[src/rtl/ringlock_pkg.sv]
// Shared types and route indices for the ring interlock request controller.
package ringlock_pkg;

    localparam int N_ROUTES = 8;

    localparam int ROUTE_A = 0;
    localparam int ROUTE_B = 1;
    localparam int ROUTE_C = 2;
    localparam int ROUTE_D = 3;
    localparam int ROUTE_E = 4;
    localparam int ROUTE_F = 5;
    localparam int ROUTE_G = 6;
    localparam int ROUTE_H = 7;

    typedef enum logic [2:0] {
        FREE,
        PENDING,
        LOCKED,
        OCCUPIED,
        RELEASING
    } route_state_t;

    typedef enum logic {
        SCAN,
        PRESENT
    } arb_state_t;

    // A held route keeps its line asserted towards the interlock.
    function automatic logic is_held(input route_state_t st);
        return (st == LOCKED) || (st == OCCUPIED) || (st == RELEASING);
    endfunction

endpackage

[src/rtl/route_slot.sv]
// One route slot: request/lock/release state, release timer and retry limit.
// ROUTE_TIMEOUT_EN adds the failed-grant counter and the o_fault drop pulse.
//
// state     | meaning
// FREE      | idle, accepts a new request
// PENDING   | waiting to be presented and granted by the interlock
// LOCKED    | route held, signal at proceed
// OCCUPIED  | train on the route, signal back at stop
// RELEASING | route still held while the release timer runs out
module route_slot
    import ringlock_pkg::*;
#(
    parameter int REL_DELAY    = 100,
    parameter int TMR_W        = 8,
    parameter int MAX_ATTEMPTS = 15
) (
    input  logic i_clk,
    input  logic i_rst,
    input  logic i_req,
    input  logic i_cancel,
    input  logic i_track_occ,
    input  logic i_grant_ok,
    input  logic i_grant_fail,
    output logic o_pending,
    output logic o_held_nxt,
    output logic o_locked,
    output logic o_signal_clear,
    output logic o_fault
);

    localparam logic [TMR_W-1:0] TMR_LOAD = TMR_W'(REL_DELAY - 1);
    localparam logic [TMR_W-1:0] TMR_ONE  = TMR_W'(1);

    route_state_t     r_state;
    route_state_t     w_state_nxt;
    logic [TMR_W-1:0] r_tmr;
    logic [TMR_W-1:0] w_tmr_nxt;
    logic             w_drop;
    logic             r_locked;
    logic             r_signal_clear;

`ifdef ROUTE_TIMEOUT_EN
    localparam int               ATT_W    = $clog2(MAX_ATTEMPTS + 1);
    localparam logic [ATT_W-1:0] ATT_LAST = ATT_W'(MAX_ATTEMPTS - 1);
    localparam logic [ATT_W-1:0] ATT_ONE  = ATT_W'(1);

    logic [ATT_W-1:0] r_att;
    logic [ATT_W-1:0] w_att_nxt;
    logic             r_fault;

    // A cancel in the same cycle wins over the drop, so no fault is raised then.
    assign w_drop = (r_state == PENDING) && !i_cancel && i_grant_fail && (r_att == ATT_LAST);

    always_comb begin
        w_att_nxt = r_att;
        if ((r_state != PENDING) || i_cancel || i_grant_ok || w_drop)
            w_att_nxt = '0;
        else if (i_grant_fail)
            w_att_nxt = r_att + ATT_ONE;
    end

    always_ff @(posedge i_clk) begin
        if (i_rst) begin
            r_att   <= '0;
            r_fault <= 1'b0;
        end else begin
            r_att   <= w_att_nxt;
            r_fault <= w_drop;
        end
    end

    assign o_fault = r_fault;
`else
    localparam int max_attempts_unused = MAX_ATTEMPTS;
    logic w_grant_fail_unused;

    assign w_grant_fail_unused = i_grant_fail;
    assign w_drop              = 1'b0;
    assign o_fault             = 1'b0;
`endif

    always_comb begin
        w_state_nxt = r_state;
        w_tmr_nxt   = r_tmr;
        case (r_state)
            FREE: begin
                if (i_req && !i_cancel)
                    w_state_nxt = PENDING;
            end
            PENDING: begin
                if (i_cancel || w_drop)
                    w_state_nxt = FREE;
                else if (i_grant_ok)
                    w_state_nxt = LOCKED;
            end
            LOCKED: begin
                if (i_track_occ) begin
                    w_state_nxt = OCCUPIED;
                end else if (i_cancel) begin
                    w_state_nxt = RELEASING;
                    w_tmr_nxt   = TMR_LOAD;
                end
            end
            OCCUPIED: begin
                if (!i_track_occ) begin
                    w_state_nxt = RELEASING;
                    w_tmr_nxt   = TMR_LOAD;
                end
            end
            RELEASING: begin
                if (r_tmr == '0)
                    w_state_nxt = FREE;
                else
                    w_tmr_nxt = r_tmr - TMR_ONE;
            end
            default: w_state_nxt = FREE;
        endcase
    end

    always_ff @(posedge i_clk) begin
        if (i_rst) begin
            r_state        <= FREE;
            r_tmr          <= '0;
            r_locked       <= 1'b0;
            r_signal_clear <= 1'b0;
        end else begin
            r_state        <= w_state_nxt;
            r_tmr          <= w_tmr_nxt;
            r_locked       <= is_held(w_state_nxt);
            r_signal_clear <= (w_state_nxt == LOCKED);
        end
    end

    assign o_pending      = (r_state == PENDING);
    assign o_held_nxt     = is_held(w_state_nxt);
    assign o_locked       = r_locked;
    assign o_signal_clear = r_signal_clear;

endmodule

[src/rtl/route_lock_controller.sv]
// Request side of the ring interlock: round-robin arbiter presenting one pending route at a time.
// Optional ROUTE_TIMEOUT_EN drops requests after MAX_ATTEMPTS failed grant checks.
//
// state   | meaning
// SCAN    | look for the first pending slot at or after the rr pointer
// PRESENT | candidate line is up; sample its grant this cycle
module route_lock_controller
    import ringlock_pkg::*;
#(
    parameter int REL_DELAY    = 100,
    parameter int TMR_W        = 8,
    parameter int MAX_ATTEMPTS = 15
) (
    input  logic                i_clk,
    input  logic                i_rst,
    input  logic [N_ROUTES-1:0] i_req,
    input  logic [N_ROUTES-1:0] i_cancel,
    input  logic [N_ROUTES-1:0] i_grant,
    input  logic [N_ROUTES-1:0] i_track_occ,
    output logic [N_ROUTES-1:0] o_route_lines,
    output logic [N_ROUTES-1:0] o_signal_clear,
    output logic [N_ROUTES-1:0] o_locked,
    output logic [N_ROUTES-1:0] o_fault
);

    localparam int PTR_W = $clog2(N_ROUTES);

    arb_state_t          r_arb;
    arb_state_t          w_arb_nxt;
    logic [PTR_W-1:0]    r_rr;
    logic [PTR_W-1:0]    w_rr_nxt;
    logic [PTR_W-1:0]    r_cand;
    logic [PTR_W-1:0]    w_cand_nxt;
    logic [PTR_W-1:0]    w_pick;
    logic                w_found;
    logic                w_cand_ok;
    logic [N_ROUTES-1:0] w_pending;
    logic [N_ROUTES-1:0] w_held_nxt;
    logic [N_ROUTES-1:0] w_grant_ok;
    logic [N_ROUTES-1:0] w_grant_fail;
    logic [N_ROUTES-1:0] w_cand_oh;
    logic [N_ROUTES-1:0] r_route_lines;

    for (genvar g = 0; g < N_ROUTES; g++) begin : g_slot
        route_slot #(
            .REL_DELAY    (REL_DELAY),
            .TMR_W        (TMR_W),
            .MAX_ATTEMPTS (MAX_ATTEMPTS)
        ) u_slot (
            .i_clk          (i_clk),
            .i_rst          (i_rst),
            .i_req          (i_req[g]),
            .i_cancel       (i_cancel[g]),
            .i_track_occ    (i_track_occ[g]),
            .i_grant_ok     (w_grant_ok[g]),
            .i_grant_fail   (w_grant_fail[g]),
            .o_pending      (w_pending[g]),
            .o_held_nxt     (w_held_nxt[g]),
            .o_locked       (o_locked[g]),
            .o_signal_clear (o_signal_clear[g]),
            .o_fault        (o_fault[g])
        );
    end

    // Walk backwards so the last hit is the first pending slot at or after r_rr.
    always_comb begin
        w_found = 1'b0;
        w_pick  = r_rr;
        for (int i = N_ROUTES - 1; i >= 0; i--) begin
            if (w_pending[(int'(r_rr) + i) % N_ROUTES]) begin
                w_found = 1'b1;
                w_pick  = PTR_W'((int'(r_rr) + i) % N_ROUTES);
            end
        end
    end

    assign w_cand_ok = i_grant[r_cand] & ~i_track_occ[r_cand];

    always_comb begin
        w_arb_nxt    = r_arb;
        w_rr_nxt     = r_rr;
        w_cand_nxt   = r_cand;
        w_grant_ok   = '0;
        w_grant_fail = '0;
        case (r_arb)
            SCAN: begin
                if (w_found) begin
                    w_cand_nxt = w_pick;
                    w_arb_nxt  = PRESENT;
                end
            end
            PRESENT: begin
                if (w_cand_ok)
                    w_grant_ok[r_cand] = 1'b1;
                else
                    w_grant_fail[r_cand] = 1'b1;
                w_rr_nxt  = PTR_W'((int'(r_cand) + 1) % N_ROUTES);
                w_arb_nxt = SCAN;
            end
            default: w_arb_nxt = SCAN;
        endcase
    end

    always_comb begin
        w_cand_oh = '0;
        if (w_arb_nxt == PRESENT)
            w_cand_oh[w_cand_nxt] = 1'b1;
    end

    always_ff @(posedge i_clk) begin
        if (i_rst) begin
            r_arb         <= SCAN;
            r_rr          <= '0;
            r_cand        <= '0;
            r_route_lines <= '0;
        end else begin
            r_arb         <= w_arb_nxt;
            r_rr          <= w_rr_nxt;
            r_cand        <= w_cand_nxt;
            r_route_lines <= w_held_nxt | w_cand_oh;
        end
    end

    assign o_route_lines = r_route_lines;

endmodule

[config.mk]
export PLATFORM = sky130hd
export DESIGN_NAME = route_lock_controller
export DESIGN_NICKNAME = d
export VERILOG_FILES = /design/src/rtl/ringlock_pkg.sv /design/src/rtl/route_slot.sv /design/src/rtl/route_lock_controller.sv
export SDC_FILE = /design/constraint.sdc
export NUM_CORES = 1
export LEC_CHECK = 0
export ABC_CLOCK_PERIOD_IN_PS = 6500
export CAP_MARGIN = 30
export CORE_MARGIN = 2
export CORE_UTILIZATION = 50
export DETAILED_ROUTE_END_ITERATION = 7
export PLACE_DENSITY_LB_ADDON = 0.25
export SLEW_MARGIN = 10
export SYNTH_ARGS = -nofsm -noshare
export SYNTH_HDL_FRONTEND = slang
export SYNTH_SLANG_ARGS = --single-unit
[constraint.sdc]
create_clock -name i_clk -period 6.5 [get_ports i_clk]
set_clock_uncertainty 0.1 [all_clocks]
set_input_delay 0.65 -clock i_clk [delete_from_list [all_inputs] [get_ports i_clk]]
set_output_delay 0.65 -clock i_clk [all_outputs]
set_load 0.02 [all_outputs]
==> metrics.md <==
| Metric | Value |
|---|---|
| Outcome | completed |
| Initial antenna violation count | 0 |
| Starting Density | 51.66% |
| Pin count of the biggest net entering global routing | 64 |
| CTS resizes | 0 |
| Worst slew pin tran | 0.9648 ns |
| Via count | 5721 |
| Critical Path Start | r_rr[0] |
| Synth Flop Type | dfxtp_1 |
| Layout cell share with drive strength beyond 1 | 10.97% |
| Filler cells | 1144 |
| Finished Cell Area | 7960 sq um |
| Post CTS Setup Buffer Count | 0 |
| Synth Area per Inst | 8.967 sq um |
| Setup TNS | 0 ns |
| Final hold vios | 0 |
| WP data required | 6.71 ns |
| P_leak | 2.966 nW |
| CP top delay family | simple AND/OR/NAND/NOR gates |
| Yosys top cell by area | dfxtp_1 |
| Port Buffers | 57 |
| Compound-Gate Fraction of Synth Area | 13.72% |
| WP data arrival | 4.60 ns |
| Critical path startpoint category | register |
| Tot GR Track Use | 23.60% |
| Sequential share of the synthesized area | 34.55% |
| Area share of fa/ha/maj cells after synthesis | 3.448% |
| Tcrit/Tclk final | 67.50% |
| Crit. End Element | register |
| DR WL/cell | 17.27 um |
| Post-synthesis async set-or-reset flop share | 0% |
| Comb power frac | 31.0% |
| Top-area cell type share of the netlist area | 34.55% |
| Crit path buffers/inverters | 1 |
| Crit-path most repeated cell | nor4_1 |
| Final GP Congestion | 0.9565 |
| Minimum clock period | 4.387 ns |
| RR Endpoint | o_route_lines[2] |
| HPWL Detailed | 12150 um |
| CP max FO | 23 |
| Routed wire length | 16890 um |
| Post-route ant nets | 0 |
| Synth unique cells | 80 |
| Die H | 121.4 um |
| H-tree Lvls | 4 |
| Hold Crit Class | register to register |
| Max Cap Viol | 0 |
| Largest family of logic cells by synthesized area | simple AND/OR/NAND/NOR gates |
| Worst setup path end | o_route_lines[2] |
| RSZ-0062 raised after global routing | no |
| CTS tree | done |
| Critical-path top delay cell | dfxtp_1 |
| Synth top cells by count | 119 x dfxtp_1, 84 x nor3_1, 69 x nor2_1, 33 x a21oi_1, 33 x inv_1 |
| Die width | 121.4 um |
| Vias in the first global route | 5420 |
| Final Max Tran Viols | 0 |
| Power Internal | 1.772 mW |
| EDFF count, synth | 0 |
| Row count | 42 |
| Max incr delay on CP | 0.77 ns |
| Most frequent cell after synthesis | dfxtp_1 |
| P_sw | 0.9049 mW |
| Layout Utilization | 59.64% |
| Relative slew slack | 35.54% |
| Final nets | 842 |
| DR pass1 iterations | 7 |
| Number of buffers created by CTS | 17 |
| Ys Warns | 0 |
| Worst path depth | 10 |
| Clock power frac | 37.8% |
| Post-synthesis to final-layout area growth | 15.44% |
| # IOs | 66 |
| Global-route wire length before repair | 27230 um |
| Final setup fails | 0 |
| Hold_buf cts | 0 |
| Setup CP Type | register to register |
| Via density per instance | 5.850 |
| Pwr dens | 336.2 nW/um^2 |
| Synth Register Bits | 119 |
| Clock transition at the registers of the reported paths | 0.06 ns |
| Simple-gate portion of the synthesized area | 26.62% |
| Hold path cells | 1 |
| Total grt overflow | 0 |
| Placed inst area | 7317 sq um |
| Core area | 13350 sq um |
| R2R cell count | 10 |
| Die area | 14750 sq um |
| Root Driver | clkbuf_16 |
| VDD IR-drop max | 0.2063 mV |
| Hold Crit Start | g_slot[1].u_slot.r_tmr[0] |
| Inserted Diodes | 0 |
| Clk buf depth | 2 |
| # clock sinks | 119 |
| DRC Markers | 0 |
| Fmax achieved | 227.9 MHz |
| Multiplexer area fraction after synthesis | 6.805% |
| Post-Syn Instances | 769 |
| Synth area leaders | dfxtp_1 35%, nor3_1 6.1%, xnor2_1 3.9% |
| First-iteration detailed-routing DRC count | 381 |
| Worst-Skew Late Latency | 0.42 ns |
| Flop pwr share | 31.1% |
| Crit-path cells | inv_2 > ha_1 > nor4b_1 > nor4_1 > nor4_1 > a21oi_1 > o32ai_2 > xnor2_2 > nor2_1 > a21o_1 |
| Register-to-Register Setup Slack | 2.11 ns |
| Synth Area in XOR/XNOR | 6.968% |
| Mapped cell area | 6895 sq um |
| Switching share of power | 33.81% |
| FF-to-FF Start | r_rr[0] |
[how the worst min path moves through the flow]
stage	end	slack [ns]
2_1_floorplan	g_slot[2].u_slot.r_tmr[0]	0.37
3_3_place_gp	g_slot[2].u_slot.r_tmr[0]	0.39
5_1_grt	g_slot[1].u_slot.r_tmr[0]	0.45
4_1_cts	g_slot[2].u_slot.r_tmr[0]	0.41
3_5_place_dp	g_slot[1].u_slot.r_tmr[0]	0.40
6_report	g_slot[1].u_slot.r_tmr[0]	0.42
[state kept, by name, indices dropped and copies added, names as in the netlist]
signal	flops
r_rr	3
g_slot.u_slot.o_signal_clear	8
o_route_lines	8
g_slot.u_slot.r_tmr	64
g_slot.u_slot.o_locked	8
r_cand	3
r_arb	1
g_slot.u_slot.r_state	24
[cells in the final DEF, fill, tap and decap left out, types with 7 or more instances in the layout]
master / instances
nor4_1: 29
mux4_2: 12
clkbuf_16: 17
inv_1: 33
dfxtp_1: 119
ha_1: 19
nor2_1: 69
conb_1: 8
mux2i_1: 11
a211oi_1: 17
xor2_1: 22
nor4b_1: 10
nor2b_1: 11
o21bai_1: 11
nand3_1: 9
nor3_1: 84
or2_2: 9
nor3b_1: 11
clkdlybuf4s50_1: 56
a21oi_1: 33
o21ai_0: 12
nor3b_2: 7
nand2_1: 27
xnor2_1: 31
[power by group through the flow]
stage          combinational, mW  clock [mW]  sequential [mW]
3_5_place_dp               0.809           0            0.849
2_1_floorplan              0.628           0            0.831
4_1_cts                    0.820        1.03            0.833
5_1_grt                    0.885        1.06            0.838
6_report                   0.831        1.01            0.833
3_3_place_gp               0.808           0            0.848
[per-layer routing]
metal	wire length [um]	share of wire, %	GRT usage (%)	up-vias
met4	532	3.1	10.63	0
li1	-	-	-	2818
met3	721	4.3	5.686	35
met5	0	0	0	-
met1	7459	44	28.97	2717
met2	8178	48	39.19	151
[per-stage QoR]
step | setup slack, ns | hold WS, ns | instances | power [mW]
after detailed placement | 2.247 | 0.4045 | 945 | 1.658
after CTS | 2.215 | 0.4150 | 977 | 2.682
after global routing | 1.831 | 0.4525 | 978 | 2.788
after floorplan | 3.262 | 0.3664 | 776 | 1.459
after global placement | 2.291 | 0.3890 | 945 | 1.656
final | 2.113 | 0.4183 | 978 | 2.676
[kinds of logic (layout without fill, tap and decap cells)]
logic type	after synthesis	after routing
compound gates	129	129
fa+ha+maj	19	19
other cells	1	8
mux	28	28
xor+xnor	54	54
flops	119	119
buf+inv	102	128
simple gates	317	317
[area by class of cell]
cell class	count	area [sq um]	area share, %
Clock buffer	17	425.4	5.344
Clock inverter	15	212.7	2.672
Inverter	36	135.1	1.698
Multi-Input combinational cell	555	3999	50.24
Sequential cell	119	2382	29.93
Tap cell	176	220.2	2.766
Timing Repair Buffer	60	585.6	7.356
(Power assumes the default switching activity.)
